## src/rtl/mips_pkg.sv

```systemverilog
// -----------------------------------------------------------------------------
// mips_pkg
// Shared types and constants for the MIPS EX/MEM pipeline stage.
//   DW, RW        : datapath and register-index widths
//   REG_ZERO      : index of the hard-wired zero register
//   exmem_ctl_t   : MEM/WB control bits carried through EX/MEM
//   exmem_entry_t : one full EX/MEM bundle as held by the skid buffer
//   skid_state_t  : skid buffer occupancy, also exported for debug
//   branch_target : pc_plus4 + (imm << 2), truncated to DW
// -----------------------------------------------------------------------------
package mips_pkg;

  localparam int DW = 32;
  localparam int RW = 5;
  localparam logic [RW-1:0] REG_ZERO = 5'd0;

  typedef struct packed {
    logic reg_write;
    logic mem_read;
    logic mem_write;
    logic mem_to_reg;
  } exmem_ctl_t;

  typedef struct packed {
    logic [DW-1:0] alu_result;
    logic [DW-1:0] rt_data;
    logic [DW-1:0] pc_target;
    logic [RW-1:0] wr_reg;
    exmem_ctl_t    ctl;
    logic          taken;
  } exmem_entry_t;

  // EMPTY: nothing held; ONE: HEAD only; TWO: HEAD and SKID both held.
  typedef enum logic [1:0] {
    SKID_EMPTY = 2'd0,
    SKID_ONE   = 2'd1,
    SKID_TWO   = 2'd2
  } skid_state_t;

  function automatic logic [DW-1:0] branch_target(input logic [DW-1:0] pc_plus4,
                                                  input logic [DW-1:0] imm_sext);
    return pc_plus4 + (imm_sext << 2);
  endfunction

endpackage

```

## src/rtl/ex_mem_stage_if.sv

```systemverilog
// -----------------------------------------------------------------------------
// ex_mem_stage interfaces
//   exmem_in_if  : EX -> stage bundle. master = EX stage, slave = ex_mem_stage.
//                  in_valid/in_ready handshake, bundle fields, control, flush.
//   exmem_out_if : stage -> MEM bundle. master = ex_mem_stage, slave = MEM.
//                  out_valid/out_ready handshake, head-entry fields, br_taken,
//                  skid_state (debug view of occupancy), and the forwarding tap
//                  fwd_valid/fwd_reg/fwd_data when EXMEM_FWD_EN is defined.
//
// Handshake: a bundle transfers on a rising edge where valid & ready are both
// 1. The sender keeps valid and the bundle stable until it transfers; ready
// never depends combinationally on valid.
// -----------------------------------------------------------------------------
interface exmem_in_if;
  import mips_pkg::*;

  logic          in_valid;
  logic          in_ready;
  logic [DW-1:0] alu_result;
  logic          alu_zero;
  logic [DW-1:0] rt_data;
  logic [RW-1:0] wr_reg;
  logic [DW-1:0] pc_plus4;
  logic [DW-1:0] imm_sext;
  logic          ctl_reg_write;
  logic          ctl_mem_read;
  logic          ctl_mem_write;
  logic          ctl_mem_to_reg;
  logic          ctl_branch;
  logic          ctl_branch_ne;
  logic          flush;

  modport master (
    output in_valid, alu_result, alu_zero, rt_data, wr_reg, pc_plus4, imm_sext,
           ctl_reg_write, ctl_mem_read, ctl_mem_write, ctl_mem_to_reg,
           ctl_branch, ctl_branch_ne, flush,
    input  in_ready
  );

  modport slave (
    input  in_valid, alu_result, alu_zero, rt_data, wr_reg, pc_plus4, imm_sext,
           ctl_reg_write, ctl_mem_read, ctl_mem_write, ctl_mem_to_reg,
           ctl_branch, ctl_branch_ne, flush,
    output in_ready
  );
endinterface

interface exmem_out_if;
  import mips_pkg::*;

  logic          out_valid;
  logic          out_ready;
  logic [DW-1:0] out_alu_result;
  logic [DW-1:0] out_rt_data;
  logic [DW-1:0] out_pc_target;
  logic [RW-1:0] out_wr_reg;
  logic          out_reg_write;
  logic          out_mem_read;
  logic          out_mem_write;
  logic          out_mem_to_reg;
  logic          br_taken;
  skid_state_t   skid_state;
`ifdef EXMEM_FWD_EN
  logic          fwd_valid;
  logic [RW-1:0] fwd_reg;
  logic [DW-1:0] fwd_data;
`endif

  modport master (
    output out_valid, out_alu_result, out_rt_data, out_pc_target, out_wr_reg,
           out_reg_write, out_mem_read, out_mem_write, out_mem_to_reg,
           br_taken, skid_state,
`ifdef EXMEM_FWD_EN
           fwd_valid, fwd_reg, fwd_data,
`endif
    input  out_ready
  );

  modport slave (
    input  out_valid, out_alu_result, out_rt_data, out_pc_target, out_wr_reg,
           out_reg_write, out_mem_read, out_mem_write, out_mem_to_reg,
           br_taken, skid_state,
`ifdef EXMEM_FWD_EN
           fwd_valid, fwd_reg, fwd_data,
`endif
    output out_ready
  );
endinterface

```

## src/rtl/exmem_skid.sv

```systemverilog
// -----------------------------------------------------------------------------
// exmem_skid
// Generic 2-entry skid buffer (HEAD + SKID), parameterised on entry type T.
// Ports:
//   clk, rst_n          : clock, async active-low reset
//   i_flush             : synchronous kill of both entries; forces ready
//   i_valid/o_ready     : upstream handshake, i_data = upstream entry
//   o_valid/i_ready     : downstream handshake, o_data = HEAD entry
//   o_state             : occupancy (debug)
// o_ready is a function of the state register only, so a downstream stall
// never reaches upstream combinationally.
// -----------------------------------------------------------------------------
module exmem_skid
  import mips_pkg::*;
#(
  parameter type T = logic [7:0]
) (
  input  logic        clk,
  input  logic        rst_n,
  input  logic        i_flush,
  input  logic        i_valid,
  output logic        o_ready,
  input  T            i_data,
  output logic        o_valid,
  input  logic        i_ready,
  output T            o_data,
  output skid_state_t o_state
);

  skid_state_t r_state;
  skid_state_t w_state_nxt;
  T            r_head;
  T            r_skid;
  logic        w_in_fire;
  logic        w_out_fire;
  logic        w_load_head_in;
  logic        w_load_head_skid;
  logic        w_load_skid;

  assign o_ready    = (r_state != SKID_TWO);
  assign o_valid    = (r_state != SKID_EMPTY);
  assign o_data     = r_head;
  assign o_state    = r_state;
  assign w_in_fire  = i_valid & o_ready;
  assign w_out_fire = o_valid & i_ready;

  always_ff @(posedge clk or negedge rst_n) begin
    if (!rst_n) r_state <= SKID_EMPTY;
    else        r_state <= w_state_nxt;
  end

  always_comb begin
    w_state_nxt      = r_state;
    w_load_head_in   = 1'b0;
    w_load_head_skid = 1'b0;
    w_load_skid      = 1'b0;
    if (i_flush) begin
      // Flush wins over any fire in the same cycle; nothing is loaded.
      w_state_nxt = SKID_EMPTY;
    end else begin
      unique case (r_state)
        SKID_EMPTY: begin
          if (w_in_fire) begin
            w_load_head_in = 1'b1;
            w_state_nxt    = SKID_ONE;
          end
        end
        SKID_ONE: begin
          if (w_in_fire && w_out_fire) begin
            w_load_head_in = 1'b1;              // replace HEAD, occupancy unchanged
          end else if (w_out_fire) begin
            w_state_nxt = SKID_EMPTY;
          end else if (w_in_fire) begin
            w_load_skid = 1'b1;
            w_state_nxt = SKID_TWO;
          end
        end
        SKID_TWO: begin
          // o_ready is 0 here, so no input can arrive to refill SKID.
          if (w_out_fire) begin
            w_load_head_skid = 1'b1;
            w_state_nxt      = SKID_ONE;
          end
        end
        default: w_state_nxt = SKID_EMPTY;
      endcase
    end
  end

  always_ff @(posedge clk or negedge rst_n) begin
    if (!rst_n) begin
      r_head <= '0;
      r_skid <= '0;
    end else begin
      if (w_load_head_in)        r_head <= i_data;
      else if (w_load_head_skid) r_head <= r_skid;
      if (w_load_skid)           r_skid <= i_data;
    end
  end

endmodule

```

## src/rtl/ex_mem_stage.sv

```systemverilog
// -----------------------------------------------------------------------------
// ex_mem_stage
// EX/MEM pipeline register behind the MIPS ALU. Packs the ALU result, store
// data, destination register and control into an entry, resolves the branch
// (target adder and taken decision) at capture, and holds entries in a
// 2-entry skid buffer toward the MEM stage.
// Ports:
//   clk, rst_n : clock, async active-low reset
//   i_ex       : exmem_in_if.slave  (in_valid/in_ready, bundle, flush)
//   o_mem      : exmem_out_if.master (out_valid/out_ready, HEAD fields,
//                br_taken, skid_state, forwarding tap)
// Widths DW/RW come from mips_pkg.
// Optional macro EXMEM_FWD_EN: adds fwd_valid/fwd_reg/fwd_data, taken
// combinationally from HEAD for the EX forwarding mux.
// -----------------------------------------------------------------------------
module ex_mem_stage
  import mips_pkg::*;
(
  input  logic        clk,
  input  logic        rst_n,
  exmem_in_if.slave   i_ex,
  exmem_out_if.master o_mem
);

  exmem_entry_t w_in_entry;
  exmem_entry_t w_head;
  logic         w_head_valid;

  // Taken: BEQ needs zero, BNE needs non-zero.
  always_comb begin
    w_in_entry                = '0;
    w_in_entry.alu_result     = i_ex.alu_result;
    w_in_entry.rt_data        = i_ex.rt_data;
    w_in_entry.pc_target      = branch_target(i_ex.pc_plus4, i_ex.imm_sext);
    w_in_entry.wr_reg         = i_ex.wr_reg;
    w_in_entry.ctl.reg_write  = i_ex.ctl_reg_write;
    w_in_entry.ctl.mem_read   = i_ex.ctl_mem_read;
    w_in_entry.ctl.mem_write  = i_ex.ctl_mem_write;
    w_in_entry.ctl.mem_to_reg = i_ex.ctl_mem_to_reg;
    w_in_entry.taken          = i_ex.ctl_branch &
                                (i_ex.ctl_branch_ne ? ~i_ex.alu_zero : i_ex.alu_zero);
  end

  exmem_skid #(.T(exmem_entry_t)) u_skid (
    .clk     (clk),
    .rst_n   (rst_n),
    .i_flush (i_ex.flush),
    .i_valid (i_ex.in_valid),
    .o_ready (i_ex.in_ready),
    .i_data  (w_in_entry),
    .o_valid (w_head_valid),
    .i_ready (o_mem.out_ready),
    .o_data  (w_head),
    .o_state (o_mem.skid_state)
  );

  assign o_mem.out_valid      = w_head_valid;
  assign o_mem.out_alu_result = w_head.alu_result;
  assign o_mem.out_rt_data    = w_head.rt_data;
  assign o_mem.out_pc_target  = w_head.pc_target;
  assign o_mem.out_wr_reg     = w_head.wr_reg;
  assign o_mem.out_reg_write  = w_head.ctl.reg_write;
  assign o_mem.out_mem_read   = w_head.ctl.mem_read;
  assign o_mem.out_mem_write  = w_head.ctl.mem_write;
  assign o_mem.out_mem_to_reg = w_head.ctl.mem_to_reg;
  assign o_mem.br_taken       = w_head_valid & w_head.taken;

`ifdef EXMEM_FWD_EN
  // Loads are excluded: their data is not known until after MEM.
  assign o_mem.fwd_valid = w_head_valid & w_head.ctl.reg_write &
                           (w_head.wr_reg != REG_ZERO) & ~w_head.ctl.mem_read;
  assign o_mem.fwd_reg   = w_head.wr_reg;
  assign o_mem.fwd_data  = w_head.alu_result;
`endif

endmodule

```

## src/flat_wrapper.sv

```systemverilog
// flat-port wrapper written by rule: the top's interface ports become plain ports
module ex_mem_stage_flat import mips_pkg::*;
  (clk, rst_n, i_ex_in_valid, i_ex_alu_result, i_ex_alu_zero, i_ex_rt_data, i_ex_wr_reg, i_ex_pc_plus4, i_ex_imm_sext, i_ex_ctl_reg_write, i_ex_ctl_mem_read, i_ex_ctl_mem_write, i_ex_ctl_mem_to_reg, i_ex_ctl_branch, i_ex_ctl_branch_ne, i_ex_flush, i_ex_in_ready, o_mem_out_valid, o_mem_out_alu_result, o_mem_out_rt_data, o_mem_out_pc_target, o_mem_out_wr_reg, o_mem_out_reg_write, o_mem_out_mem_read, o_mem_out_mem_write, o_mem_out_mem_to_reg, o_mem_br_taken, o_mem_skid_state, o_mem_out_ready);
  exmem_in_if i_ex_i ();
  exmem_out_if o_mem_i ();
  input  logic clk;
  input  logic rst_n;
  input wire logic [$bits(i_ex_i.in_valid)-1:0] i_ex_in_valid;
  input wire logic [$bits(i_ex_i.alu_result)-1:0] i_ex_alu_result;
  input wire logic [$bits(i_ex_i.alu_zero)-1:0] i_ex_alu_zero;
  input wire logic [$bits(i_ex_i.rt_data)-1:0] i_ex_rt_data;
  input wire logic [$bits(i_ex_i.wr_reg)-1:0] i_ex_wr_reg;
  input wire logic [$bits(i_ex_i.pc_plus4)-1:0] i_ex_pc_plus4;
  input wire logic [$bits(i_ex_i.imm_sext)-1:0] i_ex_imm_sext;
  input wire logic [$bits(i_ex_i.ctl_reg_write)-1:0] i_ex_ctl_reg_write;
  input wire logic [$bits(i_ex_i.ctl_mem_read)-1:0] i_ex_ctl_mem_read;
  input wire logic [$bits(i_ex_i.ctl_mem_write)-1:0] i_ex_ctl_mem_write;
  input wire logic [$bits(i_ex_i.ctl_mem_to_reg)-1:0] i_ex_ctl_mem_to_reg;
  input wire logic [$bits(i_ex_i.ctl_branch)-1:0] i_ex_ctl_branch;
  input wire logic [$bits(i_ex_i.ctl_branch_ne)-1:0] i_ex_ctl_branch_ne;
  input wire logic [$bits(i_ex_i.flush)-1:0] i_ex_flush;
  output wire logic [$bits(i_ex_i.in_ready)-1:0] i_ex_in_ready;
  output wire logic [$bits(o_mem_i.out_valid)-1:0] o_mem_out_valid;
  output wire logic [$bits(o_mem_i.out_alu_result)-1:0] o_mem_out_alu_result;
  output wire logic [$bits(o_mem_i.out_rt_data)-1:0] o_mem_out_rt_data;
  output wire logic [$bits(o_mem_i.out_pc_target)-1:0] o_mem_out_pc_target;
  output wire logic [$bits(o_mem_i.out_wr_reg)-1:0] o_mem_out_wr_reg;
  output wire logic [$bits(o_mem_i.out_reg_write)-1:0] o_mem_out_reg_write;
  output wire logic [$bits(o_mem_i.out_mem_read)-1:0] o_mem_out_mem_read;
  output wire logic [$bits(o_mem_i.out_mem_write)-1:0] o_mem_out_mem_write;
  output wire logic [$bits(o_mem_i.out_mem_to_reg)-1:0] o_mem_out_mem_to_reg;
  output wire logic [$bits(o_mem_i.br_taken)-1:0] o_mem_br_taken;
  output wire logic [$bits(o_mem_i.skid_state)-1:0] o_mem_skid_state;
  input wire logic [$bits(o_mem_i.out_ready)-1:0] o_mem_out_ready;
  assign i_ex_i.in_valid = i_ex_in_valid;
  assign i_ex_i.alu_result = i_ex_alu_result;
  assign i_ex_i.alu_zero = i_ex_alu_zero;
  assign i_ex_i.rt_data = i_ex_rt_data;
  assign i_ex_i.wr_reg = i_ex_wr_reg;
  assign i_ex_i.pc_plus4 = i_ex_pc_plus4;
  assign i_ex_i.imm_sext = i_ex_imm_sext;
  assign i_ex_i.ctl_reg_write = i_ex_ctl_reg_write;
  assign i_ex_i.ctl_mem_read = i_ex_ctl_mem_read;
  assign i_ex_i.ctl_mem_write = i_ex_ctl_mem_write;
  assign i_ex_i.ctl_mem_to_reg = i_ex_ctl_mem_to_reg;
  assign i_ex_i.ctl_branch = i_ex_ctl_branch;
  assign i_ex_i.ctl_branch_ne = i_ex_ctl_branch_ne;
  assign i_ex_i.flush = i_ex_flush;
  assign i_ex_in_ready = i_ex_i.in_ready;
  assign o_mem_out_valid = o_mem_i.out_valid;
  assign o_mem_out_alu_result = o_mem_i.out_alu_result;
  assign o_mem_out_rt_data = o_mem_i.out_rt_data;
  assign o_mem_out_pc_target = o_mem_i.out_pc_target;
  assign o_mem_out_wr_reg = o_mem_i.out_wr_reg;
  assign o_mem_out_reg_write = o_mem_i.out_reg_write;
  assign o_mem_out_mem_read = o_mem_i.out_mem_read;
  assign o_mem_out_mem_write = o_mem_i.out_mem_write;
  assign o_mem_out_mem_to_reg = o_mem_i.out_mem_to_reg;
  assign o_mem_br_taken = o_mem_i.br_taken;
  assign o_mem_skid_state = o_mem_i.skid_state;
  assign o_mem_i.out_ready = o_mem_out_ready;
  ex_mem_stage u_core (.clk(clk), .rst_n(rst_n), .i_ex(i_ex_i), .o_mem(o_mem_i));
endmodule
```

## config.mk

```make
export PLATFORM = sky130hd
export DESIGN_NAME = ex_mem_stage_flat
export DESIGN_NICKNAME = d
export VERILOG_FILES = /design/src/rtl/mips_pkg.sv /design/src/rtl/ex_mem_stage_if.sv /design/src/rtl/exmem_skid.sv /design/src/rtl/ex_mem_stage.sv /design/src/flat_wrapper.sv
export SDC_FILE = /design/constraint.sdc
export NUM_CORES = 1
export LEC_CHECK = 0
export BUFFER_PORTS_ARGS = -buffer_cell sky130_fd_sc_hd__buf_2
export CORE_UTILIZATION = 40
export DETAILED_ROUTE_END_ITERATION = 8
export HOLD_SLACK_MARGIN = 0.12
export PLACE_DENSITY = 0.65
export SLEW_MARGIN = 30
export SYNTH_ARGS = -nofsm -noshare
export SYNTH_HDL_FRONTEND = slang
export SYNTH_SLANG_ARGS = --single-unit
```

## constraint.sdc

```tcl
create_clock -name clk -period 2.4 [get_ports clk]
set_input_delay 0.24 -clock clk [delete_from_list [all_inputs] [get_ports clk]]
set_output_delay 0.24 -clock clk [all_outputs]
set_load 0.1 [all_outputs]
```

==> impl_results.md <==
* Worst setup SP type: input port
* Post-cts hold buffer count at 85
* CTS Buf Count at 24
* Leak pwr at 7.122 nW
* DR vias at 9348
* Number of maximum-capacitance violations at 0
* Post-Syn Nets at 1422
* Placed Instances at 1750
* Count of cell types in the netlist at 65
* Number of standard-cell rows in the floorplan at 60
* Syn Inst Count at 1247
* Most frequent cell after synthesis: nand2_1
* Syn-to-layout area delta at 26.26%
* Maximum fanout along the worst path at 3
* Synth Warn # at 0
* DRT Pass-1 Iters at 5
* End of the critical path: u_core.u_skid.r_skid[34]
* Final global-route overflow total at 0
* Nature of the critical path endpoint: flip-flop
* Wire length per cell after detailed routing at approximately 15 microns
* Global Route Usage Sum at 20.24%
* Total Nets Final at 1664
* Max Clock Freq at roughly 470 MHz
* Top-Level Pins at 255
* Clk root buf: clkbuf_16
* Design Area, Final at between 10000 and 15000 sq um
* Vias in the first global route at 9200
* Post-synthesis register bit count at between 200 and 250
* Sequential cell area in the final layout at 5360 sq um
* Cell types occupying the most area after synthesis: dfrtp_1, nand2_1, buf_4
* Share of Yosys cell area claimed by the top area cell type at 48.13%
* Setup repair after global routing missed its margin: no
* Placer's final routability congestion estimate at 0.8657
* Fraction of layout cells with a size suffix above 1 at about a quarter
* Fillers at 2450
* Primary flip-flop cell chosen by synthesis mapping: dfrtp_1
* Dominant cell type by area after synthesis: dfrtp_1
* Count of buffers added by post-CTS timing repair for setup at 0
* Clk slew on worst S/H paths at 60 ps
* Commonest cells in the netlist: nand2_1, dfrtp_1, buf_4
* Wirelength, routed at 28.83 mm
* Worst EP required at 2800 ps
* Avg Synthesized Cell Area at 8.923 sq um
* Fin crit share at 88.46%
* Worst r2r path cells at 6
* Maximum number of pins on one net before global-route repair at 70
* Final setup fails at 0
* Setup Crit Path Kind: input port to flip-flop
* Count of endpoints failing hold in the final timing report at 0
* Min cycle time layout at between 2000 and 2500 ps
* Sinks on the clock net at roughly 210
* Netlist area before placement at 11130 sq um
* Beginning of the critical path: i_ex_imm_sext[0]
* Maximum resistive drop on vdd at 0.4917 mV
* Slew Limit Fails at 0
* Maximum number of buffers from clock root to sink at 3
* PortBufs at 252
* Die X at 168.8 microns
* Proportion of synthesized flip-flops having asynchronous set or reset at 100.0%
* Reg-to-reg startpoint: u_core.u_skid.o_state[1]
* Count of flip-flops with a built-in enable after synthesis at 0
* Result of the run: completed
* Worst slew slack as a fraction of its limit at 63.55%
* Power per cell area at 974.2 nW/um^2
* End of the worst register-to-register path: u_core.u_skid.o_data[40]
* Initial standard-cell utilization of the core at 41.06%
* Portion of the post-synthesis area used by sequential elements at between 40% and 50%
* Data arrival time of the critical path at 2520 ps
* Overall power consumption at 13.69 mW
* Depth of the CTS H-tree at 1
* Number of antenna violations at the first check in global routing at 0
* Hpwl dp at 19.31 mm
* Worst skew pair latency at 510 ps
* Average via count per standard cell at 4.975
* Global-route wire length before repair at 46.79 mm
* Hold/Removal Path Class: input port to flip-flop
* Die boundary height at 168.8 microns
* Area of the die at 28490 sq um
* Total area of multi-input combinational cells at 4782 sq um
* TritonCTS clock tree: done
* Slew at the pin closest to its max-slew limit at ~550 ps
* R2R Setup Slk at 390 ps
* Clock tree skew after final layout at around 8.3 ps
* Fin cells at 1879
* Number of gates given a new drive strength after cts at 0
* Number of DRC markers in iteration 0 at 592
* Antenna diode instance count at 0
* Antenna-violating nets left at 0
* Cell area after placement at 12360 sq um
* Placeable Area at 27100 sq um
* DRC at 0
-- metal layers --
layer | routed length, microns | global-route usage (%) | share of wire [%]
met2 | 13870 | 34.64 | 48
met4 | 779 | 6.443 | 2.7
met1 | 12790 | 26.77 | 44
met5 | 0 | 0 | 0
met3 | 1396 | 2.291 | 4.8
-- how the worst min path moves through the flow --
stage / end / cells after the start / startpoint
final: u_core.u_skid.r_skid[13] / 4 / i_ex_pc_plus4[3]
after floorplan: u_core.u_skid.o_data[0] / 0 / rst_n
after CTS: u_core.u_skid.r_skid[13] / 4 / i_ex_pc_plus4[3]
after detailed placement: u_core.u_skid.o_data[91] / 1 / rst_n
after global placement: u_core.u_skid.o_data[90] / 1 / rst_n
after global routing: u_core.u_skid.r_skid[13] / 4 / i_ex_pc_plus4[3]
-- registers in the layout, indices dropped and copies added, names as in the netlist --
signal and count:
u_core.u_skid.o_state 2, u_core.u_skid.o_data 106, u_core.u_skid.r_skid 106
-- area by class of cell --
type / count / share of cell area (%)
sequential: 214 / 38.15
multi-input combinational: 862 / 34.04
timing repair buffer: 382 / 18.40
clock buffer: 34 / 5.041
tap: 372 / 3.313
clock inverter: 10 / 0.8906
inverter: 5 / 0.1603
-- cells by family after synthesis --
family / after synthesis / share of synthesized area, %
DFF: 214 / 48.13
and+or+nand+nor: 544 / 19.72
muxes: 23 / 2.148
xor gates and xnor gates: 24 / 1.889
AOI/OAI and AO/OA: 241 / 15.39
buffers and inverters: 171 / 9.277
adders and majority gates: 30 / 3.441
-- stage by stage --
| step | setup slack (ps) | utilization (%) | TNS (ps) | hold WS (ps) |
|---|---|---|---|---|
| final | 276.8 | 51.84 | 0 | 172.5 |
| after global routing | 149.4 | 51.84 | 0 | 191.3 |
| after CTS | 283.5 | 51.84 | 0 | 139.1 |
| after detailed placement | -261.0 | 45.62 | -2285 | 219.9 |
| after global placement | -234.9 | 45.62 | -1978 | 220.1 |
| after floorplan | -108.9 | - | -1366 | -55.59 |
-- layout by cell type, fill, tap and decap left out, drive strengths merged, types with 7 or more instances in the layout --
cell type and instances:
a22oi 78, xor2 10, clkbuf 34, nand4 7, nor2 26, nand3 7, dlygate4sd3 85, o21a 9
mux2i 19, a21o 16, a21oi 43, dfrtp 214, buf 297, xnor2 14, nand2 464, ha 29
nor2b 11, o21ai 46, a211oi 13
-- report_power, final --
part	switching, mW	internal [mW]
sequential	0.462	4.46
combinational	3.85	1.14
clock	1.50	2.28
-- critical path, stage by stage --
cell,delay (ps)
buf_2,100
ha_1,210
fa_1,410
a21o_1,230
a221oi_2,300
o21ai_2,130
a21oi_1,270
o311ai_1,160
xor2_1,180
mux2_2,280
(Power assumes the default switching activity.)
